**config.mk**
```make
export PLATFORM = sky130hd
export DESIGN_NAME = clk_div_gen_flat
export DESIGN_NICKNAME = d
export VERILOG_FILES = /design/src/rtl/clk_div_gen_if.sv /design/src/rtl/clk_div_gen.sv /design/src/flat_wrapper.sv
export SDC_FILE = /design/constraint.sdc
export NUM_CORES = 1
export LEC_CHECK = 0
export BUFFER_PORTS_ARGS = -buffer_cell sky130_fd_sc_hd__buf_2
export CAP_MARGIN = 15
export CORE_AREA = 2 2 39 41
export CTS_BUF_LIST = sky130_fd_sc_hd__clkbuf_16
export DETAILED_ROUTE_END_ITERATION = 12
export DIE_AREA = 0 0 41 43
export PLACE_DENSITY_LB_ADDON = 0.15
export SYNTH_ARGS = -nofsm -noshare
export SYNTH_HDL_FRONTEND = slang
export SYNTH_SLANG_ARGS = --single-unit
```
**constraint.sdc**
```tcl
create_clock -name clk -period 3.2 [get_ports clk]
set_input_delay 0.32 -clock clk [delete_from_list [all_inputs] [get_ports clk]]
set_output_delay 0.32 -clock clk [all_outputs]
set_load 0.03 [all_outputs]
```
**src/rtl/clk_div_gen_if.sv**
```systemverilog
// Clock divider status/control bundle: run request in, divided clocks, strobes and lock status out.
interface clk_div_gen_if;
   logic en;
   logic sys_clk;
   logic sys_clk10;
   logic sys_clk_stb;
   logic sys_clk10_stb;
   logic locked;

   modport master (
      input  en,
      output sys_clk, sys_clk10, sys_clk_stb, sys_clk10_stb, locked
   );

   modport slave (
      output en,
      input  sys_clk, sys_clk10, sys_clk_stb, sys_clk10_stb, locked
   );
endinterface

```
**src/rtl/clk_div_gen.sv**
```systemverilog
// Two 50%-duty clock dividers with rising-edge strobes and a sticky lock flag.
// Define CLKGEN_GATE_EN to compile in per-divider run/stop gating controlled by en.
module clk_div_gen #(
   parameter int DIV_A       = 2,
   parameter int DIV_B       = 10,
   parameter int LOCK_CYCLES = 16
) (
   input  logic           clk,
   input  logic           rst_n,
   clk_div_gen_if.master  bus
);

   for (genvar g = 0; g < 2; g++) begin : g_div
      localparam int DIV = (g == 0) ? DIV_A : DIV_B;
      localparam int CW  = $clog2(DIV);
      localparam logic [CW-1:0] LAST = CW'(DIV - 1);
      localparam logic [CW-1:0] HALF = CW'(DIV / 2 - 1);

      logic [CW-1:0] cnt;
      logic          q;
      logic          stb;
      logic          run;
      logic          wrap;
      logic          toggle;

      assign wrap   = (cnt == LAST);
      assign toggle = wrap || (cnt == HALF);

`ifdef CLKGEN_GATE_EN
      typedef enum logic [1:0] {RUN, STOP_PEND, STOPPED} gate_t;
      gate_t state, state_nx;

      always_ff @(posedge clk or negedge rst_n) begin
         if (!rst_n) state <= RUN;
         else        state <= state_nx;
      end

      // Stopping only on the wrap edge guarantees the output is already falling to 0.
      always_comb begin
         state_nx = state;
         run      = 1'b1;
         unique case (state)
            RUN: begin
               if (!bus.en) state_nx = STOP_PEND;
            end
            STOP_PEND: begin
               if (bus.en)    state_nx = RUN;
               else if (wrap) state_nx = STOPPED;
            end
            STOPPED: begin
               run = 1'b0;
               if (bus.en) state_nx = RUN;
            end
            default: state_nx = RUN;
         endcase
      end
`else
      logic unused_en;
      assign unused_en = bus.en;
      assign run       = 1'b1;
`endif

      always_ff @(posedge clk or negedge rst_n) begin
         if (!rst_n) begin
            cnt <= '0;
            q   <= 1'b0;
            stb <= 1'b0;
         end else if (run) begin
            cnt <= wrap ? '0 : cnt + 1'b1;
            if (toggle) q <= ~q;
            stb <= toggle & ~q;
         end else begin
            cnt <= '0;
            q   <= 1'b0;
            stb <= 1'b0;
         end
      end
   end

   assign bus.sys_clk       = g_div[0].q;
   assign bus.sys_clk_stb   = g_div[0].stb;
   assign bus.sys_clk10     = g_div[1].q;
   assign bus.sys_clk10_stb = g_div[1].stb;

   localparam int LW = $clog2(LOCK_CYCLES + 1);
   localparam logic [LW-1:0] LOCK_MAX = LW'(LOCK_CYCLES);

   logic [LW-1:0] lock_cnt;
   logic [LW-1:0] lock_nx;
   logic          locked_q;

   always_comb begin
      lock_nx = (lock_cnt == LOCK_MAX) ? lock_cnt : lock_cnt + 1'b1;
   end

   // Compare the post-increment count so locked rises on edge LOCK_CYCLES itself.
   always_ff @(posedge clk or negedge rst_n) begin
      if (!rst_n) begin
         lock_cnt <= '0;
         locked_q <= 1'b0;
      end else begin
         lock_cnt <= lock_nx;
         locked_q <= locked_q | (lock_nx == LOCK_MAX);
      end
   end

   assign bus.locked = locked_q;

endmodule

```
**src/flat_wrapper.sv**
```systemverilog
// flat-port wrapper written by rule: the top's interface ports become plain ports
module clk_div_gen_flat 
#(
   parameter int DIV_A       = 2,
   parameter int DIV_B       = 10,
   parameter int LOCK_CYCLES = 16
)
  (clk, rst_n, bus_en, bus_sys_clk, bus_sys_clk10, bus_sys_clk_stb, bus_sys_clk10_stb, bus_locked);
  clk_div_gen_if bus_i ();
  input  logic clk;
  input  logic rst_n;
  input wire logic [$bits(bus_i.en)-1:0] bus_en;
  output wire logic [$bits(bus_i.sys_clk)-1:0] bus_sys_clk;
  output wire logic [$bits(bus_i.sys_clk10)-1:0] bus_sys_clk10;
  output wire logic [$bits(bus_i.sys_clk_stb)-1:0] bus_sys_clk_stb;
  output wire logic [$bits(bus_i.sys_clk10_stb)-1:0] bus_sys_clk10_stb;
  output wire logic [$bits(bus_i.locked)-1:0] bus_locked;
  assign bus_i.en = bus_en;
  assign bus_sys_clk = bus_i.sys_clk;
  assign bus_sys_clk10 = bus_i.sys_clk10;
  assign bus_sys_clk_stb = bus_i.sys_clk_stb;
  assign bus_sys_clk10_stb = bus_i.sys_clk10_stb;
  assign bus_locked = bus_i.locked;
  clk_div_gen #(.DIV_A(DIV_A), .DIV_B(DIV_B), .LOCK_CYCLES(LOCK_CYCLES)) u_core (.clk(clk), .rst_n(rst_n), .bus(bus_i));
endmodule
```
**Word-level counts from Yosys, hierarchy flattened**

Cells that the tools add are included.

- Input bits: 3
- Register bits: 13
- Logic and storage cells: 19

- Bitwise logic cells: 4
- Equality and inequality tests: 4
- Reduce and logical (&&, ||, !) cells: 1
- Add/sub/neg operators: 2
- Muxes and demuxes: 2

Operators by type and width:

| operator | count |
|---|---|
| equality test 5 bit (second input constant) | 2 |
| adder 5 x 1 -> 5 bit (second input constant) | 1 |
| two-way mux 5 bit | 1 |
| adder 4 x 1 -> 4 bit (second input constant) | 1 |
| equality test 4 x 3 -> 1 bit (second input constant) | 1 |
| equality test 4 bit (second input constant) | 1 |
| two-way mux 4 bit | 1 |
| inverter 1 bit | 2 |
| AND 1 bit | 1 |
| logical OR 1 bit | 1 |
| OR 1 bit | 1 |

**Depth between registers and ports, before layout**

Gate-level depths: netlist of run 1.

- Depth after elaboration: 4
- Depth in mapped cells: 5
- Mapped depth without buffers: 5

**Worst setup path after synthesis of run 1**

Ideal clock, no wire load.

- Path type: reg2reg
- From: register u_core.lock_cnt[0]
- To: register u_core.locked_q, in the netlist u_core.bus.locked
- Setup time: 0.120 ns
- Setup slack: 1.680 ns
- Buffers on the path: 0
- Clock period less this slack: 1.520 ns
- Data arrival time: 1.400 ns
- Cell stages (with the launch flop): 6
- Cells stage by stage: dfrtp_1 -> inv_1 -> ha_1 -> and4bb_4 -> mux2_4 -> a31o_1

- Cells in the longest elaborated chain, start to end: 4

Ends and longest elaborated chain:

| what | RTL line | text |
|---|---|---|
| from (decl) | clk_div_gen.sv:88 | `logic [LW-1:0] lock_cnt;` |
| from (signal assigned) | clk_div_gen.sv:102 | `lock_cnt <= lock_nx;` |
| adder 5 x 1 -> 5 bit or equality test 5 bit (tied branches) | clk_div_gen.sv:93 | `lock_nx = (lock_cnt == LOCK_MAX) ? lock_cnt : lock_cnt + 1'b1;` |
| two-way mux 5 bit * | clk_div_gen.sv:93 |  |
| equality test 5 bit * | clk_div_gen.sv:103 | `locked_q <= locked_q \| (lock_nx == LOCK_MAX);` |
| OR 1 bit * | clk_div_gen.sv:103 |  |
| to (signal assigned) | clk_div_gen.sv:103 |  |
| to (decl) | clk_div_gen.sv:90 | `logic locked_q;` |

Mark *: on every way between the ends. The rest lies on a longest branch, timed or not.
A chain may end at the register's enable or synchronous reset.

**Worst setup path in the final report of run 1**

Same ends and word-level chain as after synthesis.

==> results of run 1 <==
==> stage by stage <==
stage / instances / area (sq um)
5_1_grt: 83 / 757
2_1_floorplan: 57 / 624
4_1_cts: 83 / 757
6_report: 83 / 757
3_3_place_gp: 78 / 667
3_5_place_dp: 78 / 667
==> worst max-delay path, stage by stage, from the launching register on <==
cell,delay (ps)
dfrtp_1,430
inv_1,80
ha_1,190
and4bb_4,280
mux2_4,300
a31o_1,210
==> power groups by stage <==
stage / registers (mW) / logic (mW) / clock network, mW
after floorplan: 0.167 / 0.000000148 / 0
after global routing: 0.165 / 0.00514 / 0.245
final: 0.165 / 0.00424 / 0.232
after CTS: 0.165 / 0.00462 / 0.236
after detailed placement: 0.167 / 0.00368 / 0
after global placement: 0.167 / 0.00364 / 0
==> cell type report <==
type	count	share of cell area, %
well taps	16	2.64
clock buffers	3	9.92
repair buffers	7	5.29
flip-flops and latches	13	43.0
inverters	7	3.47
clock inverters	1	0.661
multi-input cells	36	35.0
==> timing repair <==
item | CTS | global route
buffers inserted | 0 | 0
gates resized for setup | 0 | 0
endpoints found under the setup margin | 0 | 0
hold buffers | 1 | 0
hold endpoints to repair | 13 | 0
==> sequential cells by signal, indices dropped and copies added, names as in the netlist <==
name and count:
u_core.bus.locked 1, u_core.bus.sys_clk 1, u_core.bus.sys_clk10 1, u_core.bus.sys_clk10_stb 1
u_core.g_div.cnt 4, u_core.lock_cnt 5
==> layer usage <==
metal | track usage (%) | up-vias
li1 | - | 210
met1 | 18.9 | 187
met2 | 21.6 | 10
met3 | 4.71 | 2
met4 | 6.00 | 0
met5 | 0 | -
==> layout by cell type, fill, tap and decap left out, drive strengths merged, types with 3 or more instances in the layout <==
cell type	instances
clkbuf	3
dfrtp	13
o21ai	3
inv	7
buf	6
nand2	7
==> cells by family (layout without fill, tap and decap cells) <==
group / Yosys count / after routing / share of synthesized area (%)
xor gates and xnor gates: 4 / 4 / 5.61
AOI/OAI and AO/OA: 9 / 9 / 9.62
muxes: 3 / 3 / 5.81
DFF: 13 / 13 / 52.1
and+or+nand+nor: 18 / 18 / 17.4
buffers and inverters: 8 / 18 / 5.41
adders and majority gates: 2 / 2 / 4.01
==> worst paths after layout <==
kind                                    start                endpoint  slack [ps]  cells past startpoint
setup reg to reg           u_core.lock_cnt[0]       u_core.bus.locked        1590                      5
max in group asynchronous               rst_n      u_core.lock_cnt[4]        2490                      2
setup / recovery           u_core.lock_cnt[0]       u_core.bus.locked        1590                      5
hold / removal             u_core.bus.sys_clk      u_core.bus.sys_clk         420                      1
hold reg to reg            u_core.bus.sys_clk      u_core.bus.sys_clk         420                      1
min in group asynchronous               rst_n  u_core.g_div[1].cnt[3]         490                      2
==> metrics.md, run 1 <==
| Metric | Value |
|---|---|
| Area growth from synthesis to layout | `21.2%` |
| Die height | `between 40 and 50 um` |
| H-tree depth | `1` |
| Worst EP arrival | `1740 ps` |
| CTS buffer count | `3` |
| Ant diodes | `0` |
| Net count reported at finish | `73` |
| Clock Path Buffers | `2` |
| Vias/cell | `a little under 5` |
| Final hold viol count | `0` |
| DRT Pass-1 Iters | `4` |
| Worst-path clk slew | `40 ps` |
| Crit Path Category | `reg2reg` |
| Pwr Density | `530 mW/mm^2` |
| Final Total Pwr | `0.401 mW` |
| GR Util All Layers | `14.6%` |
| Flops & latches, synth | `13` |
| CTS tree | `built` |
| Critical path required time | `3330 ps` |
| DR WL met2 | `between 400 and 500 um` |
| Chip Width | `between 40 and 50 um` |
| # setup viols final | `0` |
| Top layer reached by signal wires | `met4` |
| Starting density of the core | `between 40 and 50%` |
| Setup_tns | `0 ps` |
| Outcome | `finished clean` |
| Flop pwr share | `roughly two fifths` |
| Average wire per standard cell | `between 10 and 15 um` |
| Maximum vdd drop | `between 0.0003 and 0.0004 V` |
| Share of Yosys cell area claimed by the top area cell type | `between 50% and 60%` |
| Tcrit/Tclk final | `50.4%` |
| Final Max Tran Viols | `0` |
| Comb power frac | `~1.1%` |
| Via count | `between 400 and 500` |
| Clk pwr share | `between 50 and 60%` |
| Metal3 WL | `45 um` |
| End-of-flow core utilization | `54.7%` |
| Register cell area after layout | `about 330 sq um` |
| Layout Skew | `~0.96 ps` |
| Net switching power | `0.0694 mW` |
| Final min period | `roughly 1600 ps` |
| Worst hold slack | `approximately 420 ps` |
| Top-count cell post-synth | `dfrtp_1` |
| Die ar. | `between 0.0015 and 0.002 sq mm` |
| Slew @ Worst Pin | `between 200 and 300 ps` |
| Mapped Nets | `62` |
| Gr ovfl total | `0` |
| Post-synthesis cell type count | `25` |
| CTS root buffer | `clkbuf_16` |
| Met1 WL | `462 um` |
| Ys Warns | `0` |
| Pleak | `between 0.3 and 0.4 nW` |
| Vias in the first global route | `about 420` |
| Mapped Avg Cell Area | `roughly 11 sq um` |
| Yosys top cell by area | `dfrtp_1` |
| Share of layout cells above drive strength 1 | `a little over a fifth` |
| Crit end category | `register` |
| Largest net degree at the start of global routing | `14` |
| Routed WL | `between 900 and 1000 um` |
| HP Class | `reg2reg` |
| CTS sink count | `13` |
| Post-synth EDFFs | `0` |
| RSZ-0062 raised after global routing | `no` |
| IO Count | `8` |
| GP Congestion | `between 0.7 and 0.8` |
| Most used DFF post-synth | `dfrtp_1` |
| DRT iter0 DRCs | `3` |
| Port bufs | `6` |
| PnR worst setup slack | `between 1500 and 2000 ps` |
| CP Launch Type | `register` |
| Synthesized instance count | `57` |
| Switching fraction of total power | `between 10% and 20%` |
| Post-synthesis sequential area ratio | `between 50% and 60%` |
| DP Wirelength | `approximately 670 um` |
| Fillers | `126` |
| Global-route wire length before repair | `between 1500 and 2000 um` |
| Rel. slew slack | `between 80% and 90%` |
| Antenna violations before repair | `0` |
| Post-Syn Area | `624 sq um` |
| DP Worst Slack | `between 1500 and 2000 ps` |
| Multi-input combinational cell area | `between 200 and 300 sq um` |
| Pint | `approximately 0.33 mW` |
| Ranking of synthesized cells by area | `dfrtp_1 (52%), inv_1 (4.2%), nand2_1 (4.2%)` |
| Top cells by count, synth | `dfrtp_1 (13), inv_1 (7), nand2_1 (7), o21ai_0 (3)` |
| Drt drc | `0` |
| Row cnt | `14` |
| Post-synth ARST share | `between 90% and 100%` |
| CORE AREA | `0.00138 sq mm` |
| CP Max Fanout | `6` |
| Fmax | `~620 MHz` |
| Max Cap Violations | `0` |
| Skew-Pair Late Insertion Delay | `roughly 240 ps` |
| ANT nets after route | `0` |
Note: power is estimated with default switching activity, not from simulation.
==> inputs of run 2 (changes only) <==
==> constraint.sdc (replaced) <==
create_clock -name clk -period 1.6 [get_ports clk]
set_input_delay 0.16 -clock clk [delete_from_list [all_inputs] [get_ports clk]]
set_output_delay 0.16 -clock clk [all_outputs]
set_load 0.03 [all_outputs]
==> metrics.md, run 2 (synthesis results as in run 1) <==
| Metric | Value |
|---|---|
| Outcome | `finished clean` |
| # setup viols final | `0 (unchanged)` |
| Tcrit/Tclk final | `96.3% (+46 points)` |
| Switching fraction of total power | `16.8% (-0.53 points)` |
| Final min period | `1540 ps (-73.8 ps)` |
| DRT Pass-1 Iters | `4 (unchanged)` |
| Clock Path Buffers | `2 (unchanged)` |
| Maximum vdd drop | `0.000521 V (+31%)` |
| Worst Path Buf+Inv | `1 (unchanged)` |
| Clk pwr share | `57.4% (-0.5 points)` |
| Rel. slew slack | `81.6% (-0.12 points)` |
| Worst hold slack | `344 ps (-78.9 ps)` |
| Critical path required time | `1730 ps (-1600 ps)` |
| Max Cap Violations | `0 (unchanged)` |
| H-tree depth | `1 (unchanged)` |
| Vias in the first global route | `473 (+14%)` |
| Post-route insts no fill | `89 (+7.2%)` |
| Area growth from synthesis to layout | `28.7%` |
| Dpl cells | `83 (+6.4%)` |
| CTS tree | `built` |
| CP Launch Type | `register` |
| Chip Width | `41 um (unchanged)` |
| Fillers | `130 (+3.2%)` |
| Ant diodes | `0 (unchanged)` |
| Via count | `440 (+7.6%)` |
| Cell Area, Placed | `704 sq um (+5.6%)` |
| HP Class | `in2async` |
| CTS root buffer | `clkbuf_16` |
| Row cnt | `14 (unchanged)` |
| Drt drc | `0 (unchanged)` |
| Final hold viol count | `0 (unchanged)` |
| Final Max Tran Viols | `0 (unchanged)` |
| Share of layout cells above drive strength 1 | `27.4% (+6.5 points)` |
| Critical path, cell by cell | `inv_1 > ha_2 > and4bb_4 > mux2_4 > a31o_1` |
| RSZ-0062 raised after global routing | `no` |
| Slowest stage delay, CP | `400 ps (-30 ps)` |
| Commonest non-fill, non-tap cell in the layout | `dfrtp_1` |
| DRT iter0 DRCs | `5 (+2)` |
| Worst path top cell family by delay | `flip-flops` |
| Worst-path clk slew | `40 ps (about the same)` |
| ANT nets after route | `0 (unchanged)` |
| Post-route cell area | `803 sq um (+6.1%)` |
| Average wire per standard cell | `11.8 um (+4.6%)` |
| GR Util All Layers | `16.7% (+2.1 points)` |
| Pint | `0.661 mW (+99%)` |
| Crit end category | `register` |
| Net switching power | `0.133 mW (+92%)` |
| GP Congestion | `0.749 (-0.39%)` |
| Pleak | `0.392 nW (+8.9%)` |
| Flop pwr share | `41.6% (+0.5 points)` |
| Port bufs | `6 (unchanged)` |
| Comb power frac | `1.1% (about the same)` |
| Fmax | `649 MHz (+4.8%)` |
| DP Wirelength | `719 um (+6.8%)` |
| Most frequent cells in the layout | `dfrtp_1 (13), inv_1 (8), nand2_1 (7), buf_2 (6), buf_4 (6)` |
| Routed WL | `1050 um (+12%)` |
| Top reg by flops | `u_core.lock_cnt` |
| Pwr Density | `989 mW/mm^2 (+86%)` |
| Antenna violations before repair | `0 (unchanged)` |
| Slowest stage cell, crit path | `dfrtp_1` |
| Worst EP arrival | `1670 ps (-70 ps)` |
| CORE AREA | `0.00138 sq mm (unchanged)` |
| Gr ovfl total | `0 (unchanged)` |
| Setup_tns | `0 ps (unchanged)` |
| Crit Path Category | `reg2reg` |
| Skew-Pair Late Insertion Delay | `240 ps (about the same)` |
| Starting density of the core | `45.1% (unchanged)` |
| CP Max Fanout | `4 (-2)` |
| CTS sink count | `13 (unchanged)` |
| Global-route wire length before repair | `1930 um (+12%)` |
| Largest net degree at the start of global routing | `14 (unchanged)` |
| Vias/cell | `4.94 (+0.33%)` |
| Regs by FF count | `u_core.lock_cnt (5), u_core.g_div.cnt (4)` |
| Die ar. | `0.00176 sq mm (unchanged)` |
| Max reg flops | `5 (unchanged)` |
| Layout Skew | `3.96 ps (+3.00 ps)` |
| CTS buffer count | `3 (unchanged)` |
| Slew @ Worst Pin | `277 ps (+1.82 ps)` |
| Die height | `43 um (unchanged)` |
| IO Count | `8 (unchanged)` |
| Net count reported at finish | `79 (+8.2%)` |
==> run 2: area by class of cell <==
cell class                 instances  area (sq um)  share of cell area [%]
inverter                           7          26.3                    3.27
sequential                        13           325                    40.5
clock buffer                       3          75.1                    9.35
multi-input combinational         36           268                    33.3
clock inverter                     1          3.75                   0.467
tap                               16          20.0                    2.49
timing repair buffer              13          85.1                    10.6
==> run 2: power groups by stage <==
stage | Clock, mW | Combinational (mW) | Sequential (mW)
4_1_cts | 0.469 | 0.00906 | 0.330
2_1_floorplan | 0 | 0.000000148 | 0.335
5_1_grt | 0.487 | 0.0106 | 0.329
3_5_place_dp | 0 | 0.00732 | 0.335
3_3_place_gp | 0 | 0.00718 | 0.335
6_report | 0.455 | 0.00863 | 0.330
==> run 2: final timing paths <==
path | start | end | slack, ps | depth (start not counted)
min in group clk | u_core.bus.sys_clk | u_core.bus.sys_clk | 440 | 1
setup reg to reg | u_core.lock_cnt[1] | u_core.bus.locked | 60 | 5
max in group asynchronous | rst_n | u_core.g_div[1].cnt[1] | 1040 | 2
hold / removal | rst_n | u_core.lock_cnt[2] | 340 | 2
setup / recovery | u_core.lock_cnt[1] | u_core.bus.locked | 60 | 5
hold reg to reg | u_core.bus.sys_clk | u_core.bus.sys_clk | 440 | 1
==> run 2: through the flow <==
stage               power [mW]  setup slack [ps]  utilization [%]
floorplan                0.335              80.3                -
global placement         0.342              67.9             50.9
detailed placement       0.342              52.3             50.9
CTS                      0.808              44.5             57.3
global route             0.827              5.79             58.0
finish                   0.794              59.7             58.0
==> run 2: worst reg2reg max path, delay by kind of cell (launching register included) <==
kind / cells / cell delay (ps)
AOI/OAI and AO/OA: 1 / 210
adders and majority gates: 1 / 190
buffers and inverters: 1 / 70
DFF: 1 / 400
muxes: 1 / 290
and+or+nand+nor: 1 / 260
==> run 2: routing by layer <==
layer	track usage, %	wire, um	part of all wire [%]	vias up
li1	-	-	-	222
met1	19.5	463	44	206
met2	25.6	528	50	9
met3	4.71	35	3.3	3
met4	10.0	25	2.4	0
met5	0	0	0	-
==> run 2: repair_timing <==
action / 4_1_cts / 5_1_grt
endpoints found under the hold margin: 13 / 0
setup endpoints to repair: 0 / 1
buffers inserted: 0 / 1
resized for setup: 0 / 1
hold buffers: 1 / 0
